--- src/rtl/frame_receiver.sv ---
// Byte-link receive endpoint: finds A5/LEN/payload/CHK frames, forwards payload through a FIFO.
// Optional saturating error counter on port err_count when FRAME_RX_ERRCNT_EN is defined.
module frame_receiver #(
    parameter int DEPTH   = 4,
    parameter int MAX_LEN = 16
) (
    input  logic       clk,
    input  logic       rst,
    input  logic       in_valid,
    output logic       in_ready,
    input  logic [7:0] in_data,
    output logic       out_valid,
    input  logic       out_ready,
    output logic [7:0] out_data,
    output logic       out_last,
    output logic       frame_ok,
    output logic       frame_err
`ifdef FRAME_RX_ERRCNT_EN
    ,
    output logic [7:0] err_count
`endif
);

    localparam int AW = $clog2(DEPTH);
    localparam logic [7:0] SYNC_BYTE = 8'hA5;
    localparam logic [7:0] MAX_LEN_B = 8'(MAX_LEN);

    typedef enum logic [1:0] {
        ST_HUNT    = 2'd0,
        ST_LEN     = 2'd1,
        ST_PAYLOAD = 2'd2,
        ST_CHECK   = 2'd3
    } state_t;

    state_t      state_r, state_next_s;
    logic [7:0]  cnt_r, cnt_next_s;
    logic [7:0]  chk_r, chk_next_s;
    logic        push_s, last_s, ok_s, err_s, pop_s, accept_s, full_s, empty_s;
    logic [8:0]  mem_r [DEPTH];
    logic [AW:0] wr_ptr_r, rd_ptr_r;

    // Pointers carry one extra wrap bit so full and empty differ only in the MSB.
    assign full_s    = (wr_ptr_r[AW] != rd_ptr_r[AW]) && (wr_ptr_r[AW-1:0] == rd_ptr_r[AW-1:0]);
    assign empty_s   = (wr_ptr_r == rd_ptr_r);
    assign in_ready  = (state_r != ST_PAYLOAD) || !full_s;
    assign accept_s  = in_valid && in_ready;
    assign out_valid = !empty_s;
    assign pop_s     = out_valid && out_ready;
    assign out_data  = mem_r[rd_ptr_r[AW-1:0]][7:0];
    assign out_last  = mem_r[rd_ptr_r[AW-1:0]][8];

    // Next-state, counter, checksum and status decode.
    always_comb begin
        state_next_s = state_r;
        cnt_next_s   = cnt_r;
        chk_next_s   = chk_r;
        push_s       = 1'b0;
        last_s       = 1'b0;
        ok_s         = 1'b0;
        err_s        = 1'b0;
        case (state_r)
            ST_HUNT: begin
                if (accept_s && (in_data == SYNC_BYTE)) begin
                    state_next_s = ST_LEN;
                end else begin
                    state_next_s = ST_HUNT;
                end
            end
            ST_LEN: begin
                if (!accept_s) begin
                    state_next_s = ST_LEN;
                end else if ((in_data == 8'h00) || (in_data > MAX_LEN_B)) begin
                    err_s        = 1'b1;
                    state_next_s = ST_HUNT;
                end else begin
                    cnt_next_s   = in_data;
                    chk_next_s   = 8'h00;
                    state_next_s = ST_PAYLOAD;
                end
            end
            ST_PAYLOAD: begin
                if (accept_s) begin
                    push_s     = 1'b1;
                    chk_next_s = chk_r ^ in_data;
                    cnt_next_s = cnt_r - 8'd1;
                    if (cnt_r == 8'd1) begin
                        last_s       = 1'b1;
                        state_next_s = ST_CHECK;
                    end else begin
                        state_next_s = ST_PAYLOAD;
                    end
                end else begin
                    state_next_s = ST_PAYLOAD;
                end
            end
            ST_CHECK: begin
                if (accept_s) begin
                    ok_s         = (in_data == chk_r);
                    err_s        = (in_data != chk_r);
                    state_next_s = ST_HUNT;
                end else begin
                    state_next_s = ST_CHECK;
                end
            end
            default: begin
                state_next_s = ST_HUNT;
            end
        endcase
    end

    // FSM state, length counter, checksum and registered status pulses.
    always_ff @(posedge clk or posedge rst) begin
        if (rst) begin
            state_r   <= ST_HUNT;
            cnt_r     <= 8'h00;
            chk_r     <= 8'h00;
            frame_ok  <= 1'b0;
            frame_err <= 1'b0;
        end else begin
            state_r   <= state_next_s;
            cnt_r     <= cnt_next_s;
            chk_r     <= chk_next_s;
            frame_ok  <= ok_s;
            frame_err <= err_s;
        end
    end

    // Payload FIFO storage and pointers; reset also clears entries so the head reads zero.
    always_ff @(posedge clk or posedge rst) begin
        if (rst) begin
            wr_ptr_r <= '0;
            rd_ptr_r <= '0;
            for (int i = 0; i < DEPTH; i++) begin
                mem_r[i] <= 9'h000;
            end
        end else begin
            if (push_s) begin
                mem_r[wr_ptr_r[AW-1:0]] <= {last_s, in_data};
                wr_ptr_r                <= wr_ptr_r + 1'b1;
            end
            if (pop_s) begin
                rd_ptr_r <= rd_ptr_r + 1'b1;
            end
        end
    end

`ifdef FRAME_RX_ERRCNT_EN
    // Saturating count of error pulses, cleared only by reset.
    always_ff @(posedge clk or posedge rst) begin
        if (rst) begin
            err_count <= 8'h00;
        end else if (err_s && (err_count != 8'hFF)) begin
            err_count <= err_count + 8'd1;
        end else begin
            err_count <= err_count;
        end
    end
`endif

endmodule

--- config.mk ---
export PLATFORM = sky130hd
export DESIGN_NAME = frame_receiver
export DESIGN_NICKNAME = d
export VERILOG_FILES = /design/src/rtl/frame_receiver.sv
export SDC_FILE = /design/constraint.sdc
export NUM_CORES = 1
export LEC_CHECK = 0
export CORE_UTILIZATION = 31
export CTS_BUF_LIST = sky130_fd_sc_hd__clkbuf_4
export DETAILED_ROUTE_END_ITERATION = 7
export GPL_TIMING_DRIVEN = 1
export HOLD_SLACK_MARGIN = 0.1
export PLACE_DENSITY = 0.58
export SYNTH_ARGS = -nofsm -noshare
export SYNTH_HDL_FRONTEND = slang
export SYNTH_SLANG_ARGS = --single-unit
export TNS_END_PERCENT = 20
--- constraint.sdc ---
create_clock -name clk -period 2.9 [get_ports clk]
set_input_delay 0.87 -clock clk [delete_from_list [all_inputs] [get_ports clk]]
set_output_delay 0.87 -clock clk [all_outputs]
set_load 0.005 [all_outputs]
==> results_dict.tcl <==
set metrics [dict create \
    outcome "completed" \
    holdCritPathClass "flop to flop" \
    cts_buffer_depth 2 \
    synth-async-reset-ratio_pct 100.0 \
    regArea_um2 1553 \
    die_w_um 105.3 \
    max_slew_margin_pct 63.56 \
    hold_viol 0 \
    worst_setup_path_start_kind "flop" \
    use_met3_pct 3.649 \
    crit_cells 3 \
    crit_required_ns 2.03 \
    grt_use_met2_pct 22.37 \
    die-area_um2 11090 \
    crit_fanout 9 \
    p_total_mw 3.208 \
    synth_edf_count 0 \
    antenna_found_initial 0 \
    syn-mean-instance-area_um2 12.67 \
    rr_startpoint "state_r[0]" \
    grt_use_met1_pct 19.35 \
    dp_cells 425 \
    postRouteAntennaNets 0 \
    path_buf_inv 2 \
    netlist_area_um2 3308 \
    p_per_area_nw_per_um2 807.1 \
    hold_start "mem_r[26]" \
    worstSetupStartpoint "rd_ptr_r[0]" \
    hold_ws_ns 0.5110 \
    route.vias.total 2127 \
    cts_hold_buf 0 \
    layout.nets 320 \
    drc_errors 0 \
    port_buffers 24 \
    placed_area_um2 3821 \
    fin_util_pct 38.50 \
    ys_types 38 \
    tightestPinTransition_ns 0.5458 \
    wl_per_cell_um 16.06 \
    rsz0062_at_grt "no" \
    io_pins 25 \
    dieHeight_um 105.3 \
    setup_violations 0 \
    gr-total-overflow 0 \
    cts_max_level 3 \
    vdd_drop_max_uv 300.6 \
    syn-instance-count 261 \
    grt_max_degree 31 \
    hpwl_um 4954 \
    clock-sinks 62 \
    synth-seq-cells 62 \
    synth_nets 280 \
    cpPeakStageDelay_ns 0.51 \
    path_clk_slew_ns 0.10 \
    fin_cells 441 \
    leakage_nw 1.851 \
    area_growth_pct 20.16 \
    yosysWarnings 0 \
    critPathKind "flop to primary output" \
    numCtsBuffers 9 \
    n_antenna_cell 0 \
    yosysSeqAreaShare_pct 46.90 \
    final_cell_area_um2 3975 \
    multiInputGateArea_um2 1653 \
    dp_slack_ns 0.09597 \
    cts_tree "built" \
    r2r_end "chk_r[1]" \
    end_kind "primary output" \
    initialDrtViolationCount 126 \
    vias_per_cell 4.823 \
    rows 37 \
    period_share_pct 97.49 \
    synth_ff_type "dfrtp_1" \
    ctsRootBufferMaster "clkbuf_4" \
    cp_top_family "buffers and inverters" \
    grt_pass1_wl_um 12080 \
    r2r_slack_ns 0.68 \
    cap_violations 0 \
    clock_latency_ns 0.40 \
    grt_usage_pct 14.36 \
    crit_chain "buf_12 > mux4_2 > clkdlybuf4s50_1" \
    drt_wl_total_um 7081 \
    drive_above_1_share_pct 29.51 \
    core-area_um2 10320 \
    initial_core_util_pct 32.04 \
    grt_pass1_vias 2244 \
    cp-endpoint "out_data[1]" \
    place_congestion 0.8335 \
    fin_tns_setup_ns 0 \
    r2r_cells 6 \
    crit_slowest_cell "mux4_2" \
    busiest_layer "met2" \
    fin_crit_ns 2.827 \
    arrival_ns 1.96 \
    clock.fmax_ghz 0.3537 \
    final_max_slew_viol_count 0 \
    nFillCells 980 \
    dr.pass1.iters 4 \
    fin_ws_ns 0.07268 \
    worst_clock_skew_ns 0.01275 \
]
## state kept, by name, indices dropped and copies added, names as in the netlist
| register | cells |
|---|---|
| chk_r | 8 |
| cnt_r | 8 |
| frame_err | 1 |
| frame_ok | 1 |
| mem_r | 36 |
| rd_ptr_r | 3 |
| state_r | 2 |
| wr_ptr_r | 3 |
## where the power goes
part | internal, mW | switching [mW] | leakage (nW) | total (mW)
combinational | 0.715 | 0.484 | 0.956 | 1.20
clock | 0.337 | 0.310 | 0.0806 | 0.647
sequential | 1.13 | 0.230 | 0.814 | 1.36
## cell usage after synthesis, drive strengths merged, types with 2 or more instances
library cell | instances | area share [%]
dfrtp | 62 | 47
mux2 | 37 | 17
nand2 | 24 | 4.7
xnor2 | 17 | 4.5
o21ai | 15 | 2.3
nor2 | 14 | 1.6
buf | 9 | 2.0
mux4 | 9 | 6.1
nand3 | 9 | 1.4
a21o | 8 | 1.8
ha | 7 | 2.6
inv | 7 | 0.79
a21oi | 6 | 0.91
clkbuf | 6 | 0.68
nor4 | 5 | 1.1
nand4 | 4 | 0.76
a311oi | 2 | 0.72
and2 | 2 | 0.38
and3 | 2 | 0.38
nand2b | 2 | 0.38
nor3 | 2 | 0.30
o22ai | 2 | 0.38
## worst reg2reg max path: cells and delay by family, from the launching register on
family | cells | cell delay [ns]
buf+inv | 1 | 0.24
simple gates | 1 | 0.36
compound gates | 4 | 1.06
flops | 1 | 0.44
## worst min path at each step
| stage | to | slack, ns | depth (start not counted) |
|---|---|---|---|
| floorplan | mem_r[10] | 0.48 | 1 |
| global placement | mem_r[26] | 0.49 | 1 |
| detailed placement | mem_r[26] | 0.49 | 1 |
| CTS | mem_r[17] | 0.52 | 1 |
| global route | mem_r[25] | 0.53 | 1 |
| finish | mem_r[26] | 0.51 | 1 |
## layer usage
layer	up-vias	wire, um
li1	1015	-
met1	1068	3443
met2	37	3311
met3	7	239
met4	0	86
met5	-	0
## cells in the final DEF, fill, tap and decap left out, types with 2 or more instances in the layout
cell             synthesis  routed
a21o_1                   8       8
a21oi_1                  6       6
and2_1                   2       2
and3_1                   2       2
buf_12                   0       3
buf_4                    1      17
bufinv_16                0       2
clkbuf_4                 0       9
clkdlybuf4s50_1          0      24
clkinv_1                 0       2
clkinv_2                 0       2
dfrtp_1                 62      61
ha_1                     7       7
inv_1                    7       6
mux2_4                  36      36
mux4_2                   9       9
nand2_1                 20      20
nand2_8                  4       4
nand2b_1                 2       2
nand3_1                  9       9
nand4_1                  4       4
nor2_1                  14      14
nor3_1                   2       2
nor4_1                   4       4
o21ai_0                 15      15
o22ai_1                  2       2
xnor2_1                 17      17
## cell type report
cell class                 instances  area share (%)
clock buffer                       9           1.700
sequential                        62           39.06
clock inverter                     6           1.952
inverter                           7          0.6610
tap                              136           4.281
multi-input combinational        177           41.58
timing repair buffer              44           10.76
## repair_timing
action / in CTS / in global routing
setup endpoints to repair: 9 / 6
gates resized for setup: 1 / 0
setup buffers: 0 / 1
## logic make-up after synthesis
kind of cell	Yosys count	share of synthesized area (%)
buf+inv	22	3.480
xor+xnor	18	4.765
simple gates	67	11.80
flops	62	46.90
fa+ha+maj	7	2.647
mux	46	22.81
compound gates	39	7.602
No activity file was read; power rests on OpenSTA's default activity.
==> variant 1 (same flow settings) <==
Add a define of `FRAME_RX_ERRCNT_EN`.
--- a/src/rtl/frame_receiver.sv
+++ b/src/rtl/frame_receiver.sv
@@ -2,2 +2,4 @@
 // Optional saturating error counter on port err_count when FRAME_RX_ERRCNT_EN is defined.
+`define FRAME_RX_ERRCNT_EN
+
 module frame_receiver #(
Formal check against the unedited RTL (old outputs only; new: err_count): equivalent (equiv_simple and equiv_induct, registers matched by name and starting in step).
==> variant 1 against the unedited design <==
Sequential cell count grew 8; area after synthesis grew 5.0%; register-to-register slack gained 160 ps; design area up 7.5%; wire length rose by 10%; critical path depth did not move; setup slack worse by 18 ps; synthesized cell count grew 15%; maximum frequency shrank 0.65%; critical path type unchanged; largest cell class is now flip-flops and latches.
Power is not compared: it rests on default switching activity, and its combinational part moved more than twofold at a synthesized area within 25%.
==> variant 1: results (changes against the unedited design) <==
Outcome
The run finished with clean final reports.

Placement
The cell area after placement was 0.004103 mm^2 (+7.4%). The detailed placement HPWL is 5.605 mm (+13%). The weighted congestion at the end of routability-driven global placement is 0.7841 (-5.9%). The number of I/O port buffers is 32 (+33%).

Yosys
The synthesized net count is 320 (+14%). The total of warnings raised by yosys is 0 (unchanged). Ranked by instance count, the synthesized netlist is headed by dfrtp_1 (70), mux2_2 (39), o21ai_0 (30). By area the synthesized netlist is led by dfrtp_1 (50%), mux2_2 (13%), mux4_2 (5.8%), o21ai_0 (4.3%), xnor2_1 (3.3%). The share of async-settable or async-resettable flops after synthesis was 1.000 (unchanged). The share of the yosys chip area belonging to registers is 0.5045 (+0.03552). The most used flip-flop cell after synthesis is dfrtp_1. The number of distinct library cell variants in the gate-level netlist after synthesis is 33 (-13%).

Detailed routing
The post-detailed-route wirelength per cell came to 15.77 um (-1.8%). The detail-routed via count per cell is 4.947 (+2.6%). The number of iterations in the first detailed-routing pass is 4 (unchanged). The DRC violation total after the first TritonRoute iteration came to 93 (-26%).

STA
The measured slew at the worst slew-check pin is 563.3 ps (+17.51 ps). The worst clock skew on the final layout came to 17.73 ps (+4.984 ps).

Layout
The largest register by flop count is mem_r. The post-layout net count is 370 (+16%). The number of flip-flops in the largest register is 36 (unchanged).

The number of diodes added for antenna fixing is 0 (unchanged). The share of cells above drive strength 1 is 0.2704 (-0.02466). The count of fill cells added during filler insertion was 1026 (+4.7%).

Hold path
The path type of the worst min-delay path is reg -> reg.

Clock tree
The number of H-tree levels is 3 (unchanged). The clock latency of the later-clocked register in the worst-skew pair is 440 ps (+40 ps). The tree is rooted in a clkbuf_4. The clock transition at the registers of the reported paths is 120 ps (+20 ps). The total CTS buffers is 9 (unchanged). The buffer levels on the longest clock path is 2 (unchanged).

Setup path
The worst-path maximum fanout is 3 (-6). The worst endpoint data arrival time was 1980 ps (+20 ps). The cell with the largest stage delay on the worst path is clkdlybuf4s50_1. The longest individual stage delay on the worst path is 490 ps (-20 ps).

GRT
The number of global-route vias before repair is 2542 (+13%). The overall routing resource usage was 0.1528 (+0.009190). The global-route wire length before repair came to 13.23 mm (+9.5%). The largest net degree at the start of global routing is 28 (-9.7%). The initial antenna violation count is 0 (unchanged).

Power
The analysis attributes to cell leakage a power of approximately 2 nW. IR analysis of the VDD net gives a maximum drop of between 0.0004 and 0.0005 V. The switching share of power is 0.3015.
variant 1: kinds of logic after synthesis:
logic type / after synthesis / share of synthesized area
and+or+nand+nor: 78 / 0.1128
muxes: 48 / 0.1849
xor gates and xnor gates: 21 / 0.05297
adders and majority gates: 8 / 0.02883
AOI/OAI and AO/OA: 49 / 0.08576
DFF: 70 / 0.5045
buffers and inverters: 26 / 0.03027
variant 1: cell type report:
cell class | count | area (um^2) | share of cell area
well taps | 140 | 175.2 | 0.04098
inverters | 10 | 37.54 | 0.008782
repair buffers | 55 | 545.5 | 0.1276
flip-flops and latches | 70 | 1753 | 0.4101
multi-input cells | 204 | 1623 | 0.3797
clock inverters | 7 | 72.57 | 0.01698
clock buffers | 9 | 67.56 | 0.01581
variant 1: power by group through the flow:
| stage | clock [mW] | sequential [mW] | combinational, mW |
|---|---|---|---|
| global placement | 0 | 1.09 | 0.445 |
| global route | 0.701 | 1.09 | 0.513 |
| CTS | 0.654 | 1.07 | 0.471 |
| finish | 0.641 | 1.08 | 0.464 |
| floorplan | 0 | 1.08 | 0.291 |
| detailed placement | 0 | 1.10 | 0.455 |
variant 1: layer usage:
metal / GRT usage / share of wire / routed length [um]
met2: 0.2463 / 0.49 / 3825
met4: 0.06164 / 0.015 / 117
met3: 0.03692 / 0.030 / 238
met5: 0 / 0 / 0
met1: 0.1960 / 0.46 / 3625
variant 1: metrics by stage:
stage | setup slack (ps) | TNS [ps] | util | instances
5_1_grt | -60.29 | -94.30 | 0.3926 | 495
3_3_place_gp | 40.66 | 0 | 0.3768 | 478
2_1_floorplan | 261.8 | 0 | - | 300
3_5_place_dp | 4.071 | 0 | 0.3768 | 478
6_report | 54.30 | 0 | 0.3926 | 495
4_1_cts | 5.031 | 0 | 0.3903 | 495
variant 1: path summary, 6_finish.rpt:
kind	from	to	slack, ps	cells after the start
setup / recovery	rd_ptr_r[0]	in_ready	50	3
hold / removal	rd_ptr_r[2]	rd_ptr_r[2]	500	1
setup reg to reg	rd_ptr_r[0]	mem_r[30]	840	4
hold reg to reg	rd_ptr_r[2]	rd_ptr_r[2]	500	1
max in group asynchronous	rst	rd_ptr_r[0]	1570	3
min in group asynchronous	rst	mem_r[29]	780	2
variant 1: what timing repair did:
action | in CTS | in global routing
resized for setup | 3 | 8
cloned | 0 | 0
setup buffers | 1 | 0
hold endpoints to repair | 0 | 0
endpoints found under the setup margin | 11 | 9
variant 1: critical path: cells and delay by family (launching register included):
family        cells  cell delay (ps)
flops             1              460
simple gates      1              200
xor+xnor          1              380
buf+inv           1              490
==> variant 2 (config.mk and constraints unchanged) <==
Without the edit above. Re-encode `state_t` (4 states) as one-hot, 4 bits wide.
--- a/src/rtl/frame_receiver.sv
+++ b/src/rtl/frame_receiver.sv
@@ -27,7 +27,7 @@
 
-    typedef enum logic [1:0] {
-        ST_HUNT    = 2'd0,
-        ST_LEN     = 2'd1,
-        ST_PAYLOAD = 2'd2,
-        ST_CHECK   = 2'd3
+    typedef enum logic [3:0] {
+        ST_HUNT    = 4'b0001,
+        ST_LEN     = 4'b0010,
+        ST_PAYLOAD = 4'b0100,
+        ST_CHECK   = 4'b1000
     } state_t;
Check against the original RTL: same outputs for any inputs over 4 cycles, from zero or initial values and one cycle with rst high; so few cycles prove little.
==> variant 2 against the unedited design <==
Sequential cell count is 2 higher; wire length is 6.3% higher; design area is 2.6% higher; cell count is 4.1% higher; area after synthesis hardly changed; critical endpoint is now in_ready; setup slack better by 50 ps.
Power is not compared: it rests on default switching activity, and its combinational part moved more than twofold at a synthesized area within 25%.
==> variant 2: results (changes against the unedited design) <==
Outcome
The run finished with clean final reports.

GRT
The global-route wire length before repair is 12.61 mm (+4.4%). The overall routing resource usage is 0.1503 (+0.006745). The global routing met2 resource utilization is 0.2415 (+0.01786). The met3 track utilization from global routing is 0.04020 (+0.003711). The met1 track demand over resource in global routing is 0.1903 (-0.003190). The number of global-route vias before repair is 2437 (+8.6%).

Detailed routing
The total wirelength of the detailed-routed design is 7.526 mm (+6.3%). The detail-routed via count per cell is 5.009 (+3.8%). The routed length on met3 is 290 um (+21%). The post-detailed-route wirelength per cell came to 16.40 um (+2.1%).

Layout
The post-layout net count was 337 (+5.3%). The count of fill cells added during filler insertion is 1007 (+2.8%).

Hold path
The worst hold endpoint is rd_ptr_r[2].

Clock tree
The post-cts gate resize count is 4 (+3). The clock transition at the registers of the reported paths is 120 ps (+20 ps). The clock latency of the later-clocked register in the worst-skew pair was 420 ps (+20 ps).

Setup path
The cell with the largest stage delay on the worst path is clkdlybuf4s50_1. The worst register-to-register path ends at mem_r[0]. The most critical setup path has its endpoint at in_ready. The register-to-register path setup slack was 720 ps (+40 ps). The worst endpoint data arrival time is 1910 ps (-50 ps).

Yosys
The area share of fa/ha/maj cells after synthesis was 0.02647 (about the same). The multiplexer share of the synthesized area is 0.1936 (-0.03449). The number of distinct library cell variants in the gate-level netlist after synthesis is 50 (+32%). The mean area per synthesized cell was 12.21 um^2 (-3.7%). The fraction of the mapped netlist area in compound gates is 0.08507 (+0.009045). The commonest cells after synthesis are dfrtp_1 (63), mux2_2 (35), nand2_1 (15).

Placement
The detailed placement HPWL was 5.395 mm (+8.9%). The cell area after placement came to 0.003862 mm^2 (+1.1%). The minimum setup slack after placement is -9.537 ps (-105.5 ps).
==> variant 2: cell count changes in the layout (fill, tap and decap cells not counted), moves of 7 or more <==
| cell | change |
|---|---|
| a221o_1 | +7 |
| mux2_4 | -36 |
| buf_4 | +9 |
| clkdlybuf4s50_1 | -9 |
| o21ai_0 | -8 |
| nor2b_1 | +9 |
| nand3_1 | -7 |
| a21o_1 | -7 |
| xnor2_1 | -7 |
| nor3b_1 | +7 |
| mux2_2 | +34 |
| dlymetal6s2s_1 | +8 |
==> variant 2: power breakdown <==
part | internal, mW | switching (mW) | total [mW] | leakage [nW]
logic | 0.204 | 0.190 | 0.394 | 1.03
clock network | 0.358 | 0.365 | 0.723 | 0.0871
registers | 0.916 | 0.0218 | 0.938 | 0.859
==> variant 2: final cells by class <==
type	count	share of cell area
inverter	10	0.009202
timing repair buffer	52	0.1212
clock inverter	7	0.02515
tap	136	0.04172
sequential	64	0.3929
clock buffer	9	0.01656
multi-input combinational	181	0.3933
